**config.mk**
```make
export PLATFORM = sky130hd
export DESIGN_NAME = ras_driver
export DESIGN_NICKNAME = d
export VERILOG_FILES = /design/src/rtl/ras_driver_pkg.sv /design/src/rtl/ras_classify.sv /design/src/rtl/ras_driver.sv
export SDC_FILE = /design/constraint.sdc
export NUM_CORES = 1
export LEC_CHECK = 0
export ABC_AREA = 1
export ABC_CLOCK_PERIOD_IN_PS = 4000
export CORE_MARGIN = 2
export CORE_UTILIZATION = 52
export DETAILED_ROUTE_END_ITERATION = 16
export GPL_ROUTABILITY_DRIVEN = 0
export HOLD_SLACK_MARGIN = 0.15
export MAX_ROUTING_LAYER = met4
export PLACE_DENSITY_LB_ADDON = 0.08
export REMOVE_ABC_BUFFERS = 1
export SLEW_MARGIN = 20
export SYNTH_ARGS = -nofsm -noshare
export SYNTH_HDL_FRONTEND = slang
export SYNTH_SLANG_ARGS = --single-unit
```
**constraint.sdc**
```tcl
create_clock -name clock -period 4 [get_ports clock]
set_input_delay 1.2 -clock clock [delete_from_list [all_inputs] [get_ports clock]]
set_output_delay 1.2 -clock clock [all_outputs]
set_load 0.005 [all_outputs]
```
**src/rtl/ras_driver_pkg.sv**
```systemverilog
// Shared definitions for the RAS predecoder: opcodes, RAS operation encoding,
// link-register test and FSM state type.
// Configuration macro: RAS_DRIVER_COROUTINE_EN (enables SWAP classification).
`ifndef XLEN
`define XLEN 32
`endif

package ras_driver_pkg;

  localparam int unsigned XLEN = `XLEN;

  localparam logic [6:0] OPC_JAL  = 7'b1101111;
  localparam logic [6:0] OPC_JALR = 7'b1100111;

  typedef enum logic [1:0] {RAS_NONE, RAS_PUSH, RAS_POP, RAS_SWAP} ras_op_t;

  typedef enum logic [0:0] {StIdle, StSwapPush} ras_state_e;

  // x1 (ra) and x5 (t0) are the RISC-V link registers.
  function automatic logic is_link_reg(input logic [4:0] r);
    return (r == 5'd1) || (r == 5'd5);
  endfunction

endpackage

```
**src/rtl/ras_classify.sv**
```systemverilog
// Combinational classifier: instruction word -> RAS operation, JAL flag and
// sign-extended J-immediate.
// Ports: inst_i (instruction), op_o (ras_op_t), is_jal_o, j_imm_o.
// Configuration macro: RAS_DRIVER_COROUTINE_EN (rd-link/rs1-link/rd!=rs1 -> SWAP,
// otherwise PUSH).
module ras_classify
  import ras_driver_pkg::*;
(
  input  logic [31:0]     inst_i,
  output ras_op_t         op_o,
  output logic            is_jal_o,
  output logic [XLEN-1:0] j_imm_o
);

  logic [6:0]  opcode;
  logic [4:0]  rd;
  logic [4:0]  rs1;
  logic        rd_link;
  logic        rs1_link;
  logic [20:0] imm21;

  assign opcode   = inst_i[6:0];
  assign rd       = inst_i[11:7];
  assign rs1      = inst_i[19:15];
  assign rd_link  = is_link_reg(rd);
  assign rs1_link = is_link_reg(rs1);
  assign is_jal_o = (opcode == OPC_JAL);

  assign imm21   = {inst_i[31], inst_i[19:12], inst_i[20], inst_i[30:21], 1'b0};
  assign j_imm_o = {{(XLEN-21){imm21[20]}}, imm21};

  always_comb begin
    op_o = RAS_NONE;
    if (opcode == OPC_JAL) begin
      if (rd_link) op_o = RAS_PUSH;
    end else if (opcode == OPC_JALR) begin
      if (!rd_link && rs1_link) begin
        op_o = RAS_POP;
      end else if (rd_link && !rs1_link) begin
        op_o = RAS_PUSH;
      end else if (rd_link && rs1_link) begin
        if (rd == rs1) begin
          op_o = RAS_PUSH;
        end else begin
`ifdef RAS_DRIVER_COROUTINE_EN
          op_o = RAS_SWAP;
`else
          op_o = RAS_PUSH;
`endif
        end
      end
    end
  end

endmodule

```
**src/rtl/ras_driver.sv**
```systemverilog
// One-entry registered fetch predecoder driving the return address stack.
// Ports: clock/reset (async active-high), flush; fetch side if_valid/if_ready/
// if_inst/if_pc; RAS side ras_top (in), ras_push/ras_pop/ras_link_pc (out);
// decode side out_valid/out_ready/out_pc/out_npc/out_is_call/out_is_ret.
// Configuration macro: RAS_DRIVER_COROUTINE_EN (SWAP split into pop, then push
// in a SWAP_PUSH cycle; without it the FSM never leaves IDLE).
module ras_driver
  import ras_driver_pkg::*;
(
  input  logic            clock,
  input  logic            reset,
  input  logic            flush,
  input  logic            if_valid,
  output logic            if_ready,
  input  logic [31:0]     if_inst,
  input  logic [XLEN-1:0] if_pc,
  input  logic [XLEN-1:0] ras_top,
  output logic            ras_push,
  output logic            ras_pop,
  output logic [XLEN-1:0] ras_link_pc,
  output logic            out_valid,
  input  logic            out_ready,
  output logic [XLEN-1:0] out_pc,
  output logic [XLEN-1:0] out_npc,
  output logic            out_is_call,
  output logic            out_is_ret
);

  ras_op_t         cls_op;
  logic            cls_is_jal;
  logic [XLEN-1:0] cls_j_imm;

  ras_classify u_classify (
    .inst_i   (if_inst),
    .op_o     (cls_op),
    .is_jal_o (cls_is_jal),
    .j_imm_o  (cls_j_imm)
  );

  logic            valid_q, valid_d;
  logic [XLEN-1:0] pc_q, pc_d;
  logic [XLEN-1:0] npc_q, npc_d;
  logic            use_ras_q, use_ras_d;
  ras_op_t         op_q, op_d;
  logic [XLEN-1:0] swap_pc_q, swap_pc_d;
  ras_state_e      state_q, state_d;

  logic fire;
  logic accept;

  assign out_valid   = valid_q && (state_q == StIdle);
  assign fire        = out_valid && out_ready && !flush;
  assign accept      = if_valid && if_ready;
  assign out_pc      = pc_q;
  // POP/SWAP targets follow the live top of stack; everything else is precomputed.
  assign out_npc     = use_ras_q ? ras_top : npc_q;
  assign out_is_call = (op_q == RAS_PUSH) || (op_q == RAS_SWAP);
  assign out_is_ret  = (op_q == RAS_POP) || (op_q == RAS_SWAP);

  // Entry register next state.
  always_comb begin
    valid_d   = valid_q;
    pc_d      = pc_q;
    npc_d     = npc_q;
    use_ras_d = use_ras_q;
    op_d      = op_q;
    swap_pc_d = swap_pc_q;
    if (flush) begin
      valid_d = 1'b0;
    end else begin
      if (fire && (op_q == RAS_SWAP)) swap_pc_d = pc_q;
      if (accept) begin
        valid_d   = 1'b1;
        pc_d      = if_pc;
        npc_d     = cls_is_jal ? (if_pc + cls_j_imm) : (if_pc + XLEN'(4));
        use_ras_d = (cls_op == RAS_POP) || (cls_op == RAS_SWAP);
        op_d      = cls_op;
      end else if (fire) begin
        valid_d = 1'b0;
      end
    end
  end

  always_ff @(posedge clock or posedge reset) begin
    if (reset) begin
      valid_q   <= 1'b0;
      pc_q      <= '0;
      npc_q     <= '0;
      use_ras_q <= 1'b0;
      op_q      <= RAS_NONE;
      swap_pc_q <= '0;
    end else begin
      valid_q   <= valid_d;
      pc_q      <= pc_d;
      npc_q     <= npc_d;
      use_ras_q <= use_ras_d;
      op_q      <= op_d;
      swap_pc_q <= swap_pc_d;
    end
  end

  // FSM state register.
  always_ff @(posedge clock or posedge reset) begin
    if (reset) state_q <= StIdle;
    else       state_q <= state_d;
  end

  // FSM next state.
  always_comb begin
    state_d = StIdle;
`ifdef RAS_DRIVER_COROUTINE_EN
    if (!flush && (state_q == StIdle) && fire && (op_q == RAS_SWAP)) state_d = StSwapPush;
`endif
  end

  // FSM outputs. The RAS ignores simultaneous push+pop, so SWAP pushes a cycle later.
  always_comb begin
    if_ready    = (state_q == StIdle) && (!valid_q || out_ready) && !flush;
    ras_push    = 1'b0;
    ras_pop     = 1'b0;
    ras_link_pc = pc_q;
    if (!flush) begin
      if (state_q == StSwapPush) begin
        ras_push    = 1'b1;
        ras_link_pc = swap_pc_q;
      end else if (fire) begin
        case (op_q)
          RAS_PUSH: ras_push = 1'b1;
          RAS_POP:  ras_pop  = 1'b1;
          RAS_SWAP: ras_pop  = 1'b1;
          default:  ;
        endcase
      end
    end
  end

endmodule

```
After elaboration in Yosys (flattened, before gate mapping)
Cells that the tools add are included.
- register bits after elaboration: 68
- bits of input ports: 101
- output and inout port bits: 102
- logic and storage cells: 56
- add/subtract/negate cells: 2
- equality and inequality tests: 11
- mux-type cells: 17
- bitwise logic cells: 1
- reduce and logical (&&, ||, !) cells: 20
- operators with widths (cell ; number):
    $mux W32 ; 2
    $add A32 B3 Y32 const B ; 1
    $add A32 B32 Y32 ; 1
    $eq A7 B7 Y1 const B ; 2
    $mux W1 ; 11
    $eq A5 B1 Y1 const B ; 2
    $eq A5 B3 Y1 const B ; 2
    $eq A2 B2 Y1 const B ; 4
    $mux W2 ; 4
    $logic_and A1 B1 Y1 ; 7
    $logic_or A1 B1 Y1 ; 6
    $logic_not A1 Y1 ; 4
    $reduce_bool A3 Y1 ; 1
    $eq A2 B1 Y1 const B ; 1
    $reduce_and A2 Y1 ; 1
    $reduce_or A2 Y1 ; 1
    $not A1 Y1 ; 1

Logic depth before layout (Yosys ltp)
- depth in word-level cells: 10
- depth in mapped cells: 15
- mapped depth without buffers: 15

Modules after synthesis
From an unflattened synthesis, not the netlist that was laid out.
- cells, all modules: 1183
- area, all modules: 7195.7 sq um
- modules (own cells, without submodules) (module ; times used ; cells an instance ; area an instance (sq um)):
    ras_driver ; 1 ; 1122 ; 6827.8
    ras_classify ; 1 ; 61 ; 367.9

Worst setup path before layout
No wires, ideal clock.
- path kind: input to output
- start: input flush
- end: output ras_pop
- arrival: 1.461 ns
- slack: 1.339 ns
- cell stages on the path: 2
- path through: nand3b_1 -> nor2_1
- cells in the longest elaborated chain, start to end: 4
- RTL lines (element ; RTL line ; source):
    from (decl) ; ras_driver.sv:12 ; input logic flush,
    $logic_not A1 Y1 ; -- ;
    $logic_and A1 B1 Y1 ; ras_driver.sv:52 ; assign fire = out_valid && out_ready && !flush;
    $mux W1 ; ras_driver.sv:126 ; end else if (fire) begin
    $mux W1 (*) ; ras_driver.sv:122 ; if (!flush) begin
    to (decl) ; ras_driver.sv:19 ; output logic ras_pop,
Every way passes the cells marked *; elsewhere a longest branch is shown, timed or not.

Worst setup path after layout
- start: input out_ready
- end: output if_ready
- cells in the longest elaborated chain, start to end: 2
- RTL lines (element ; RTL line ; source):
    from (decl) ; ras_driver.sv:22 ; input logic out_ready,
    $logic_or A1 B1 Y1 ; ras_driver.sv:118 ; if_ready = (state_q == StIdle) && (!valid_q || out_ready) && !flush;
    $logic_and A1 B1 Y1 ; ras_driver.sv:118 ;
    to (decl) ; ras_driver.sv:14 ; output logic if_ready,
No other way between the ends.

==> metrics.log <==
INFO  metric critical_path_class = input pin to output pin
INFO  metric dr.first_iter.drc_count = 579
INFO  metric timing.slew.headroom = 36.8%
INFO  metric finalWorstPathRequiredPeriod = 3.67 ns
INFO  metric share_of_synthesized_registers_carrying_an_async_set_or_reset = 100%
INFO  metric cts_tree = done
INFO  metric num-nets-final = 1362
INFO  metric tritoncts_buffers = 9
INFO  metric fin_crit_sh = 91.8%
INFO  metric placement.io_buffers = 201
INFO  metric run_status = completed
INFO  metric worst-path-max-fanout = 2
INFO  metric floorplan.initialDensity = 52.6%
INFO  metric min-delay-path-class = register to register
INFO  metric synth_seq_cells = between 60 and 70
INFO  metric vias_in_the_first_global_route = 6514
INFO  metric floorplan.io_pins = 203
INFO  metric core_area = 0.0125 mm²
INFO  metric cpPeakStageDelay = about 0.53 ns
INFO  metric postRouteWirelength = 20200 µm
INFO  metric mostFrequentLayoutCells = 351 x sky130_fd_sc_hd__nand2_1, 201 x sky130_fd_sc_hd__clkdlybuf4s50_1, 178 x sky130_fd_sc_hd__inv_1
INFO  metric synthesis.instances = 1067
INFO  metric clock_transition_at_the_registers_of_the_reported_paths = 0.05 ns
INFO  metric layout_cells_sized_above_1 = under 10%
INFO  metric start_kind = input pin
INFO  metric biggest_area_consumer_among_synthesized_cells = sky130_fd_sc_hd__dfrtp_1
INFO  metric post-cts-setup-buffer-count = 0
INFO  metric hpwl = 15900 µm
INFO  metric via_count = 7290
INFO  metric cts.sink_count = 67
INFO  metric vdd.ir_drop.worst = 0.183 mV
INFO  metric mappedNetlistArea = 0.00655 mm²
INFO  metric fin_setup_tns = 0 ns
INFO  metric setup_violations = 0
INFO  metric yosysSeqAreaShare = ~26%
INFO  metric report.power.total = 2560 µW
INFO  metric later_pin_clock_latency_in_the_skew_report = 0.35 ns
INFO  metric crit_slowest_cell = sky130_fd_sc_hd__clkdlybuf4s50_1
INFO  metric antenna_cells = 0
INFO  metric aggregate_global_route_resource_usage = 31.7%
INFO  metric worst_ep_required_time = around 2.8 ns
INFO  metric post_cts.resized_instances = 0
INFO  metric critPathCaptureType = output pin
INFO  metric synth_flop_cell = sky130_fd_sc_hd__dfrtp_1
INFO  metric antenna_found_initial = 0
INFO  metric power-per-cell-area = 291 mW/mm²
INFO  metric netlist_top_cells_area = sky130_fd_sc_hd__dfrtp_1 26%, sky130_fd_sc_hd__nand2_1 20%, sky130_fd_sc_hd__inv_1 10%
INFO  metric clock-skew-final = 0.00812 ns
INFO  metric cts_root_buffer = sky130_fd_sc_hd__clkbuf_16
INFO  metric pin_count_of_the_biggest_net_entering_global_routing = 109
INFO  metric flow.area_growth_from_synthesis = 34.2%
INFO  metric setup_repair_after_global_routing_missed_its_margin = no
INFO  metric fp.dieArea = roughly 0.014 mm²
INFO  metric avgViaCountPerCell = 5.18
INFO  metric drt_drc_violations_left = 0
INFO  metric syn_avg_cell_area = 6.14 µm²
INFO  metric grt_pass1_wl = ~32000 µm
INFO  metric timing.critical_path.cells = clkdlybuf4s50_1 > inv_1 > nand2_1 > inv_1 > nor2_2 > clkdlybuf4s50_1
INFO  metric fmaxAchievable = 272 MHz
INFO  metric layout_commonest_cell = sky130_fd_sc_hd__nand2_1
INFO  metric cts_max_level = 3
INFO  metric post_synth_num_cell_types = 41
INFO  metric report.final.slew_viol_count = 0
INFO  metric floorplan.die.height = 116 µm
INFO  metric edff_count_synth = 0
INFO  metric synthesis.yosys.warnings = 0
INFO  metric crit_arrival = ~2.5 ns
INFO  metric cts_buffer_depth = 2
INFO  metric first_pass_iters = 7
INFO  metric globalRoute.totalOverflow = 0
INFO  metric leakage = between 0.004 and 0.005 µW
INFO  metric die_w = roughly 120 µm
INFO  metric ant_nets_after_route = 0
INFO  metric fin_hold_viols = 0
INFO  metric post-synth-top-area-fraction = 25.6%
INFO  metric rows = 41
INFO  metric tightest_slew = 0.947 ns
INFO  metric cts_hold_buffers = 0
INFO  metric wl_per_cell = 14.4 µm
INFO  metric maxCapViolations = 0
==> cells by family after synthesis <==
logic type | after synthesis | synth area share [%]
flip-flops | 67 | 25.6
multiplexers | 5 | 0.859
AND/OR/NAND/NOR | 537 | 34.9
buffers and inverters | 242 | 16.2
AO/OA/AOI/OAI | 164 | 13.6
XOR/XNOR | 20 | 2.67
adder cells (fa/ha/maj) | 32 | 6.22
==> layer usage <==
metal	global-route usage [%]	part of all wire, %	routed length, µm	vias up
met1	42.8	43	8720	3257
li1	-	-	-	3653
met4	10.6	2.9	586	0
met3	5.66	9.5	1920	44
met2	48.4	44	8960	336
met5	-	0	0	-
==> state kept, by name, summed over array words and instances, names as in the netlist <==
| signal | flops |
|---|---|
| out_pc | 32 |
| valid_q | 1 |
| use_ras_q | 1 |
| npc_q | 31 |
| op_q | 2 |
==> synthesized netlist by cell type, drive strengths merged, types with 3 or more instances <==
cell type and instances:
nand3b 5, o21bai 4, mux2 5, dfrtp 67, a21boi 10, nand4 13, buf 40, xor2 19
a21oi 50, ha 31, a22oi 8, nand3 60, nor4 3, nor3 18, nor2 80, inv 182
o21ai 86, or2 3, clkbuf 20, nand2 354
==> report_power, final <==
| group | internal [µW] | switching [µW] | leakage (µW) |
|---|---|---|---|
| registers | 774 | 51.1 | 0.000804 |
| clock network | 451 | 309 | 0.000135 |
| logic | 513 | 464 | 0.00342 |
| total | 1740 | 825 | 0.00436 |
==> through the flow <==
step | instance area (µm²) | setup slack [ns] | instances | hold slack [ns] | util [%]
floorplan | 6180 | 0.724 | 1007 | 0.445 | -
global placement | 8510 | 0.332 | 1390 | 0.467 | 68.3
detailed placement | 8510 | 0.317 | 1390 | 0.466 | 68.3
CTS | 8790 | 0.322 | 1406 | 0.481 | 70.5
global route | 8790 | 0.271 | 1406 | 0.487 | 70.5
finish | 8790 | 0.327 | 1406 | 0.479 | 70.5
==> layout make-up <==
cell class	instances	area (µm²)
Clock buffer	12	256
Clock inverter	4	25.0
Fill cell	1145	3670
Inverter	182	683
Multi-Input combinational cell	758	3820
Sequential cell	67	1680
Tap cell	172	215
Timing Repair Buffer	211	2110
==> critical path, delay by kind of cell <==
kind | cells | cell delay (ns)
buffers and inverters | 4 | 1.10
and+or+nand+nor | 2 | 0.18
==> worst paths after layout <==
check	startpoint	to	slack [ns]	cells past startpoint
max	out_ready	if_ready	0.33	6
max reg2reg	valid_q	npc_q[27]	2.27	10
min reg2reg	npc_q[30]	npc_q[30]	0.48	2
min	npc_q[30]	npc_q[30]	0.48	2
max in group asynchronous	reset	out_pc[1]	2.09	3
min in group asynchronous	reset	valid_q	1.27	2
(Power assumes the default switching activity.)
==> variant, RTL diff (same flow settings) <==
Add a define of `RAS_DRIVER_COROUTINE_EN`.
--- a/src/rtl/ras_classify.sv
+++ b/src/rtl/ras_classify.sv
@@ -3,6 +3,8 @@
 // Ports: inst_i (instruction), op_o (ras_op_t), is_jal_o, j_imm_o.
 // Configuration macro: RAS_DRIVER_COROUTINE_EN (rd-link/rs1-link/rd!=rs1 -> SWAP,
 // otherwise PUSH).
+`define RAS_DRIVER_COROUTINE_EN
+
 module ras_classify
   import ras_driver_pkg::*;
 (
Formal check against the unedited RTL: not equivalent (a bounded check fails within 4 cycles, from zero or initial values and one cycle with reset high).
==> variant against the unedited design <==
- combinational power up 18%
- sequential cell count grew 33
- synthesized area increased by 22%
- routed wire length increased by 22%
- first-iteration DRC count grew 37%
- largest cell class unchanged
- worst setup slack lost 270 ps
- largest power group is now registers
- total power rose by 26%
- final area rose by 20%
- maximum frequency fell by 6.9%
- synthesized cell count up 21%
==> variant: results (changes against the unedited design) <==
metric,value,unit,change
WL met3,1.69,mm,-12%
grt met2 use,47.5,%,-0.84 points
CP max stage delay,510,ps,-20 ps
largest net degree at the start of global routing,108,,-0.92%
routed wire length,24.6,mm,+22%
post-DP HPWL,19.5,mm,+22%
CP max FO,25,,+23
layout cells sized above 1,5.06,%,+0.040 points
reg-to-reg endpoint,swap_pc_q[11]$_DFFE_PP0P_,,
sequential fraction of the synthesis area,31.3,%,+5.7 points
Reg2Reg Launch Point,state_q$_DFF_PP0_,,
met2 WL post-DR,11.0,mm,+23%
Commonest cells post-synth,"nand2_1 (447), inv_1 (218), o21ai_0 (134)",,
placement-stage worst setup slack,19.9,ps,-297 ps
met1 Use GR,43.0,%,+0.20 points
Leakage,5.53,nW,+27%
CP startpoint,flush,,
end point of the critical path,ras_link_pc[26],,
drt initial violations,791,,+37%
total number of vias,8762,,+20%
Worst Max-Slew Pin Slew,947,ps,-0.808 ps
port bufs,202,,+0.50%
vias in the first global route,7778,,+19%
Hold EP,swap_pc_q[26]$_DFFE_PP0P_,,
GRT Total Usage,31.2,%,-0.50 points
status,"complete, no violations",,
Syn Area/Cell,6.20,um^2,+0.99%
final net count,1609,,+18%
DR pass1 iterations,5,,-2
M1 wire length,11.0,mm,+26%
flop-to-flop setup slack,2190,ps,-80 ps
number of library cell types mapped by synthesis,45,,+9.8%
first-pass GRT wire length,39.3,mm,+22%
Hold Crit Start,swap_pc_q[26]$_DFFE_PP0P_,,
VDD IR max,0.219,mV,+20%
clock-pin transition on the worst setup and hold timing paths,70,ps,+20 ps
Synth area leaders,"dfrtp_1 (31%), nand2_1 (21%), inv_1 (10%)",,
worst hold path depth,2,,unchanged
met3 usage,4.22,%,-1.4 points
WL per Instance,14.7,um,+2.6%
minimum clock period,3950,ps,+272 ps
## variant: kinds of logic (layout without fill, tap and decap cells)
kind of cell               Yosys count  count (layout)  synth area share [%]
buffers and inverters              273             463                  13.2
adders and majority gates           32              32                  5.09
xor gates and xnor gates             9               9                 0.985
DFF                                100             100                  31.3
AOI/OAI and AO/OA                  236             236                  15.9
and+or+nand+nor                    641             641                  33.6
## variant: power by group
group	leakage [nW]	switching, mW	internal (mW)	total (mW)
sequential	1.17	0.0851	1.14	1.23
combinational	4.22	0.559	0.590	1.15
clock	0.140	0.405	0.449	0.855
## variant: per-stage QoR
stage / area, um^2 / hold slack, ps
floorplan: 7820 / 449
global placement: 10200 / 463
detailed placement: 10200 / 472
CTS: 10500 / 492
global route: 10600 / 516
finish: 10600 / 491
## variant: final cells by class
class                           instances  area, um^2
Clock buffer                           10         239
Clock inverter                          6        51.3
Fill cell                            1341        4580
Inverter                              232         875
Multi-Input combinational cell        918        4460
Sequential cell                       100        2500
Tap cell                              188         235
Timing Repair Buffer                  215        2200
